[src/rtl/rpn_stack_ctrl.sv]
// Postfix token sequencer driving an external Stack: operands are pushed, and operators
// pop two entries, combine them and push the result. Overflow/underflow raise a sticky error.
module rpn_stack_ctrl #(
  parameter  int BANDWIDTH = 4,
  parameter  int DEPTH     = 8,
  localparam int CW        = $clog2(DEPTH + 1)
) (
  input  logic                 clk,
  input  logic                 rstn,
  input  logic                 tok_valid,
  output logic                 tok_ready,
  input  logic                 tok_is_op,
  input  logic [BANDWIDTH-1:0] tok_data,
  output logic                 s_push,
  output logic                 s_pop,
  output logic [BANDWIDTH-1:0] s_data_in,
  input  logic [BANDWIDTH-1:0] s_data_out,
  input  logic                 s_full,
  input  logic                 s_empty,
  output logic                 res_valid,
  output logic [BANDWIDTH-1:0] res_data,
  output logic                 err,
  output logic [1:0]           err_code,
  output logic [2:0]           dbg_state,
  output logic [CW-1:0]        dbg_cnt
);

  // Token handshake: a token transfers on the rising edge where tok_valid && tok_ready;
  // tok_ready is high only in IDLE, and the token fields must be stable while tok_valid is high.
  typedef enum logic [2:0] {
    IDLE    = 3'd0,
    PUSH_OP = 3'd1,
    POP_B   = 3'd2,
    CAP_B   = 3'd3,
    POP_A   = 3'd4,
    CAP_A   = 3'd5,
    PUSH_R  = 3'd6
  } state_t;

  state_t               r_state;
  state_t               w_next;
  logic [CW-1:0]        r_cnt;
  logic [BANDWIDTH-1:0] r_b;
  logic [1:0]           r_op;
  logic                 r_s_push;
  logic                 r_s_pop;
  logic [BANDWIDTH-1:0] r_s_data_in;
  logic                 r_res_valid;
  logic [BANDWIDTH-1:0] r_res_data;
  logic                 r_err;
  logic [1:0]           r_err_code;

  logic                 w_accept;
  logic                 w_ovf;
  logic                 w_unf;
  logic [BANDWIDTH-1:0] w_a;
  logic [BANDWIDTH-1:0] w_alu;

  assign tok_ready = rstn && (r_state == IDLE);
  assign s_push    = r_s_push;
  assign s_pop     = r_s_pop;
  assign s_data_in = r_s_data_in;
  assign res_valid = r_res_valid;
  assign res_data  = r_res_data;
  assign err       = r_err;
  assign err_code  = r_err_code;
  assign dbg_state = r_state;
  assign dbg_cnt   = r_cnt;

  // The deeper operand is consumed straight from the Stack in CAP_A, so the
  // result is ready to be registered on the same edge that captures it.
  assign w_a = s_data_out;

  always_comb begin
    w_alu = '0;
    case (r_op)
      2'b00:   w_alu = w_a + r_b;
      2'b01:   w_alu = w_a - r_b;
      2'b10:   w_alu = w_a & r_b;
      default: w_alu = w_a ^ r_b;
    endcase
  end

  always_comb begin
    w_accept = tok_valid && (r_state == IDLE);
    w_ovf    = w_accept && !tok_is_op && ((r_cnt == CW'(DEPTH)) || s_full);
    w_unf    = w_accept &&  tok_is_op && ((r_cnt < CW'(2)) || s_empty);
    w_next   = r_state;
    case (r_state)
      IDLE: begin
        if (w_accept && !tok_is_op && !w_ovf) w_next = PUSH_OP;
        if (w_accept &&  tok_is_op && !w_unf) w_next = POP_B;
      end
      PUSH_OP: w_next = IDLE;
      POP_B:   w_next = CAP_B;
      CAP_B:   w_next = POP_A;
      POP_A:   w_next = CAP_A;
      CAP_A:   w_next = PUSH_R;
      PUSH_R:  w_next = IDLE;
      default: w_next = IDLE;
    endcase
  end

  always_ff @(posedge clk or negedge rstn) begin
    if (!rstn) begin
      r_state     <= IDLE;
      r_cnt       <= '0;
      r_b         <= '0;
      r_op        <= '0;
      r_s_push    <= 1'b0;
      r_s_pop     <= 1'b0;
      r_s_data_in <= '0;
      r_res_valid <= 1'b0;
      r_res_data  <= '0;
      r_err       <= 1'b0;
      r_err_code  <= 2'b00;
    end else begin
      r_state     <= w_next;
      r_s_push    <= (w_next == PUSH_OP) || (w_next == PUSH_R);
      r_s_pop     <= (w_next == POP_B) || (w_next == POP_A);
      r_res_valid <= (w_next == PUSH_R);
      if (w_next == PUSH_OP) r_s_data_in <= tok_data;
      if (w_next == PUSH_R) begin
        r_s_data_in <= w_alu;
        r_res_data  <= w_alu;
      end
      if (w_next == POP_B) r_op <= tok_data[1:0];
      if (r_state == CAP_B) r_b <= s_data_out;
      case ({r_s_push, r_s_pop})
        2'b10:   r_cnt <= r_cnt + CW'(1);
        2'b01:   r_cnt <= r_cnt - CW'(1);
        default: r_cnt <= r_cnt;
      endcase
      // Only the first error is recorded; later ones leave the flag and code alone.
      if (!r_err && (w_ovf || w_unf)) begin
        r_err      <= 1'b1;
        r_err_code <= w_ovf ? 2'b01 : 2'b10;
      end
    end
  end

endmodule

[config.mk]
export PLATFORM = sky130hd
export DESIGN_NAME = rpn_stack_ctrl
export DESIGN_NICKNAME = d
export VERILOG_FILES = /design/src/rtl/rpn_stack_ctrl.sv
export SDC_FILE = /design/constraint.sdc
export NUM_CORES = 1
export LEC_CHECK = 0
export BUFFER_PORTS_ARGS = -buffer_cell sky130_fd_sc_hd__buf_2
export CORE_ASPECT_RATIO = 0.75
export CORE_UTILIZATION = 55
export CTS_BUF_LIST = sky130_fd_sc_hd__clkbuf_2 sky130_fd_sc_hd__clkbuf_4 sky130_fd_sc_hd__clkbuf_8
export DETAILED_ROUTE_END_ITERATION = 6
export GPL_ROUTABILITY_DRIVEN = 0
export GPL_TIMING_DRIVEN = 0
export MAX_ROUTING_LAYER = met4
export PLACE_DENSITY = 0.8
export SYNTH_ARGS = -nofsm -noshare
export SYNTH_HDL_FRONTEND = slang
export SYNTH_SLANG_ARGS = --single-unit
[constraint.sdc]
create_clock -name clk -period 3.05 [get_ports clk]
set_input_delay 0.1525 -clock clk [delete_from_list [all_inputs] [get_ports clk]]
set_output_delay 0.1525 -clock clk [all_outputs]
set_load 0.05 [all_outputs]
==> results by group <==
Global route
  • Largest net degree at the start of global routing: 29
  • Initial antenna violation count: 0
  • Tot GR Track Use: 23.4%
  • Aggregate global routing overflow: 0
  • First-pass GRT wire length: 4.93 mm
  • Vias in the first global route: 1101

Final layout
  • Nets@finish: 216
  • Multi-input gate area: 749 um2
  • FILL cells: 208
  • FF/Latch Area: 676 um2
  • Antenna diodes: 0
  • Area grow syn2layout: 17.2%
  • Layout cells sized above 1: 26.6%

Setup path
  • R2R cell count: 10
  • Worst R2R End: s_data_in[3]
  • Req. time, crit path: 3.25 ns
  • RR Startpoint: r_op[1]
  • Worst reg2reg setup slack: 0.52 ns
  • WS Path Type: reg -> reg
  • Startpoint types: flop
  • CP Launch Point: r_op[1]
  • CP endpoint: s_data_in[3]
  • Critical path peak fanout: 9
  • Crit end category: flop
  • Crit path DAT: 2.73 ns

Floorplan
  • Num rows: 16
  • Core area: 2600 um2
  • Starting Density: 58.1%
  • Die area: 2970 um2
  • # IOs: 36
  • Die Width: 62.6 um
  • Chip Height: 47.4 um

Detailed routing
  • Via count: 1198
  • First-pass iteration count of the detailed router: 4
  • WL/cell: 13.7 um
  • WL final: 3.08 mm
  • DRC errors left: 0
  • Drt first-iter violations: 37
  • Via density: 5.35
  • Post-DRT Antenna Nets: 0

Yosys
  • Ys async rst share: 100%
  • Most frequent cell after synthesis: dfrtp_1
  • Seq cells post-synth: 27
  • Syn Nets: 175
  • Syn Area/Cell: 10.2 um2
  • Number of synthesis warnings: 0
  • Top_reg_cell synth: dfrtp_1
  • Post-Syn Area: 1510 um2
  • Post-synthesis sequential area ratio: 44.7%
  • Synth cell count leaders: 27 x dfrtp_1, 15 x inv_1, 14 x nor2_1
  • Share of the synthesized area in the top cell type: 44.7%
  • Post-synth cell types: 32
  • EDFF count, synth: 0
  • Synth area leader: dfrtp_1
  • Area contributors post-synth: dfrtp_1 45%, ha_1 9.1%, inv_1 3.7%, mux2_2 3.7%, nor2_1 3.5%
  • Mapped Cells: 148

STA
  • Slew @ Worst Pin: 0.595 ns
  • Worst hold slack: 0.0770 ns
  • Fmax achieved: 0.395 GHz
  • Final clock skew: 0.0151 ns
  • Slew HR: 60.4%
  • Final setup fails: 0
  • Unrepaired setup endpoints after global routing: no
  • Fin crit share: 83.0%
  • Final Hold Vio Count: 0
  • Min Clock Period, post-route: 2.53 ns
  • Final Max Slew Viols: 0
  • Setup TNS: 0 ns

Place
  • Port Buf Inserts: 35
  • Hpwl dp: 2.41 mm

Power and ir drop
  • Pint: 994 uW
  • Seq pwr share: 31.5%
  • Leakage: 0.000945 uW
  • Worst vdd rail ir drop: 0.615 mV
  • PwrDens: 1150 nW/um2
  • Combinational Power Share: 60.6%
  • Net Sw Frac: 51.1%
  • Switching power: 1040 uW
  • Clk pwr share: 7.9%

Clocking
  • CTS sink count: 27
  • CTS clk-pin slew, worst paths: 0.15 ns
  • Clk Latency, worst-skew pair: 0.32 ns
  • CTS tree: yes
  • Num CTS Buffers: 3
  • Clk root buf: clkbuf_4
  • Clock tree buffer depth: 2
  • PostCTS Resize Cnt: 0
  • Htree depth: 1

Job
  • Max cap viols: 0

Run status
  • Outcome: finished, final reports clean

Min path
  • Class of the tightest hold or removal check: in -> reg
## how the worst min path moves through the flow
stage           startpoint            to  slack (ns)  cells past startpoint
2_1_floorplan         rstn    dbg_cnt[0]       -0.14                      0
3_3_place_gp          rstn    dbg_cnt[1]        0.19                      1
3_5_place_dp          rstn  s_data_in[2]        0.20                      1
4_1_cts        tok_data[0]       r_op[0]        0.07                      2
6_report       tok_data[0]       r_op[0]        0.08                      2
5_1_grt        tok_data[0]       r_op[0]        0.07                      2
## per-layer routing
layer | wire, um | GRT usage [%] | vias up
met5 | 0 | - | -
met4 | 0 | 3.26 | 0
met3 | 107 | 5.95 | 0
met2 | 1530 | 43.0 | 22
met1 | 1440 | 27.3 | 588
li1 | - | - | 588
## cells by family after synthesis
group | count (synthesis) | share of synthesized area [%]
simple gates | 38 | 12.9
compound gates | 34 | 13.9
flops | 27 | 44.7
buf+inv | 19 | 5.79
fa+ha+maj | 13 | 11.7
mux | 9 | 6.37
xor+xnor | 8 | 4.63
## power groups by stage
stage	Combinational, uW	Sequential (uW)	Clock (uW)
2_1_floorplan	620	981	0
3_3_place_gp	1190	637	0
3_5_place_dp	1230	648	0
4_1_cts	1240	642	164
5_1_grt	1350	661	178
6_report	1230	641	161
## cell usage in the layout, fill, tap and decap left out
cell           count
clkbuf_1           1
fa_1               2
o21ai_1            3
a21oi_1            9
dfrtp_1           27
nand3b_1           1
ha_1              11
dlygate4sd3_1      1
or4_4              1
nand2_1            9
o211a_1            1
inv_1             15
buf_6              2
o31ai_1            3
and3_1             1
o21ai_0            9
or4b_1             1
a21o_1             3
or3_1              2
nand3_1            2
nor4b_1            2
o31ai_2            1
nor2b_1            1
a211oi_1           3
nand2b_1           3
xnor2_1            4
mux2i_1            4
clkbuf_4           4
buf_2             36
o21bai_1           2
nor2_1            14
mux2_2             5
xor2_1             4
and2_4             1
## sequential cells by signal, indices dropped and copies added (netlist names)
name       count
dbg_cnt        4
r_b            4
res_data       4
s_data_in      4
dbg_state      3
err_code       2
r_op           2
err            1
res_valid      1
s_pop          1
s_push         1
## critical path, cell delays in order (launching register included)
cell	delay, ns
dfrtp_1	0.38
clkbuf_1	0.21
nand2b_1	0.26
o21ai_0	0.32
inv_1	0.08
ha_1	0.27
nor2b_1	0.12
o21ai_0	0.20
a211oi_1	0.11
o31ai_1	0.35
o21ai_1	0.12
## area by class of cell
class | count | area share [%]
multi-input combinational | 102 | 42.3
sequential | 27 | 38.1
timing repair buffer | 36 | 10.4
inverter | 15 | 3.18
tap | 36 | 2.54
buffer | 4 | 1.76
clock buffer | 4 | 1.69
## metrics by stage
| stage | power [uW] | instance area [um2] | utilization, % | setup slack (ns) | cells |
|---|---|---|---|---|---|
| 4_1_cts | 2050 | 1770 | 68.1 | 0.518 | 224 |
| 3_3_place_gp | 1820 | 1730 | 66.6 | 0.613 | 219 |
| 2_1_floorplan | 1600 | 1510 | - | 0.551 | 148 |
| 5_1_grt | 2190 | 1770 | 68.1 | 0.370 | 224 |
| 3_5_place_dp | 1880 | 1730 | 66.6 | 0.551 | 219 |
| 6_report | 2030 | 1770 | 68.1 | 0.519 | 224 |
## what timing repair did
| action | in CTS | in global routing |
|---|---|---|
| buffers inserted | 0 | 0 |
| hold buffers | 1 | 0 |
| hold endpoints to repair | 27 | 0 |
Power figures use the tool's default switching activity.
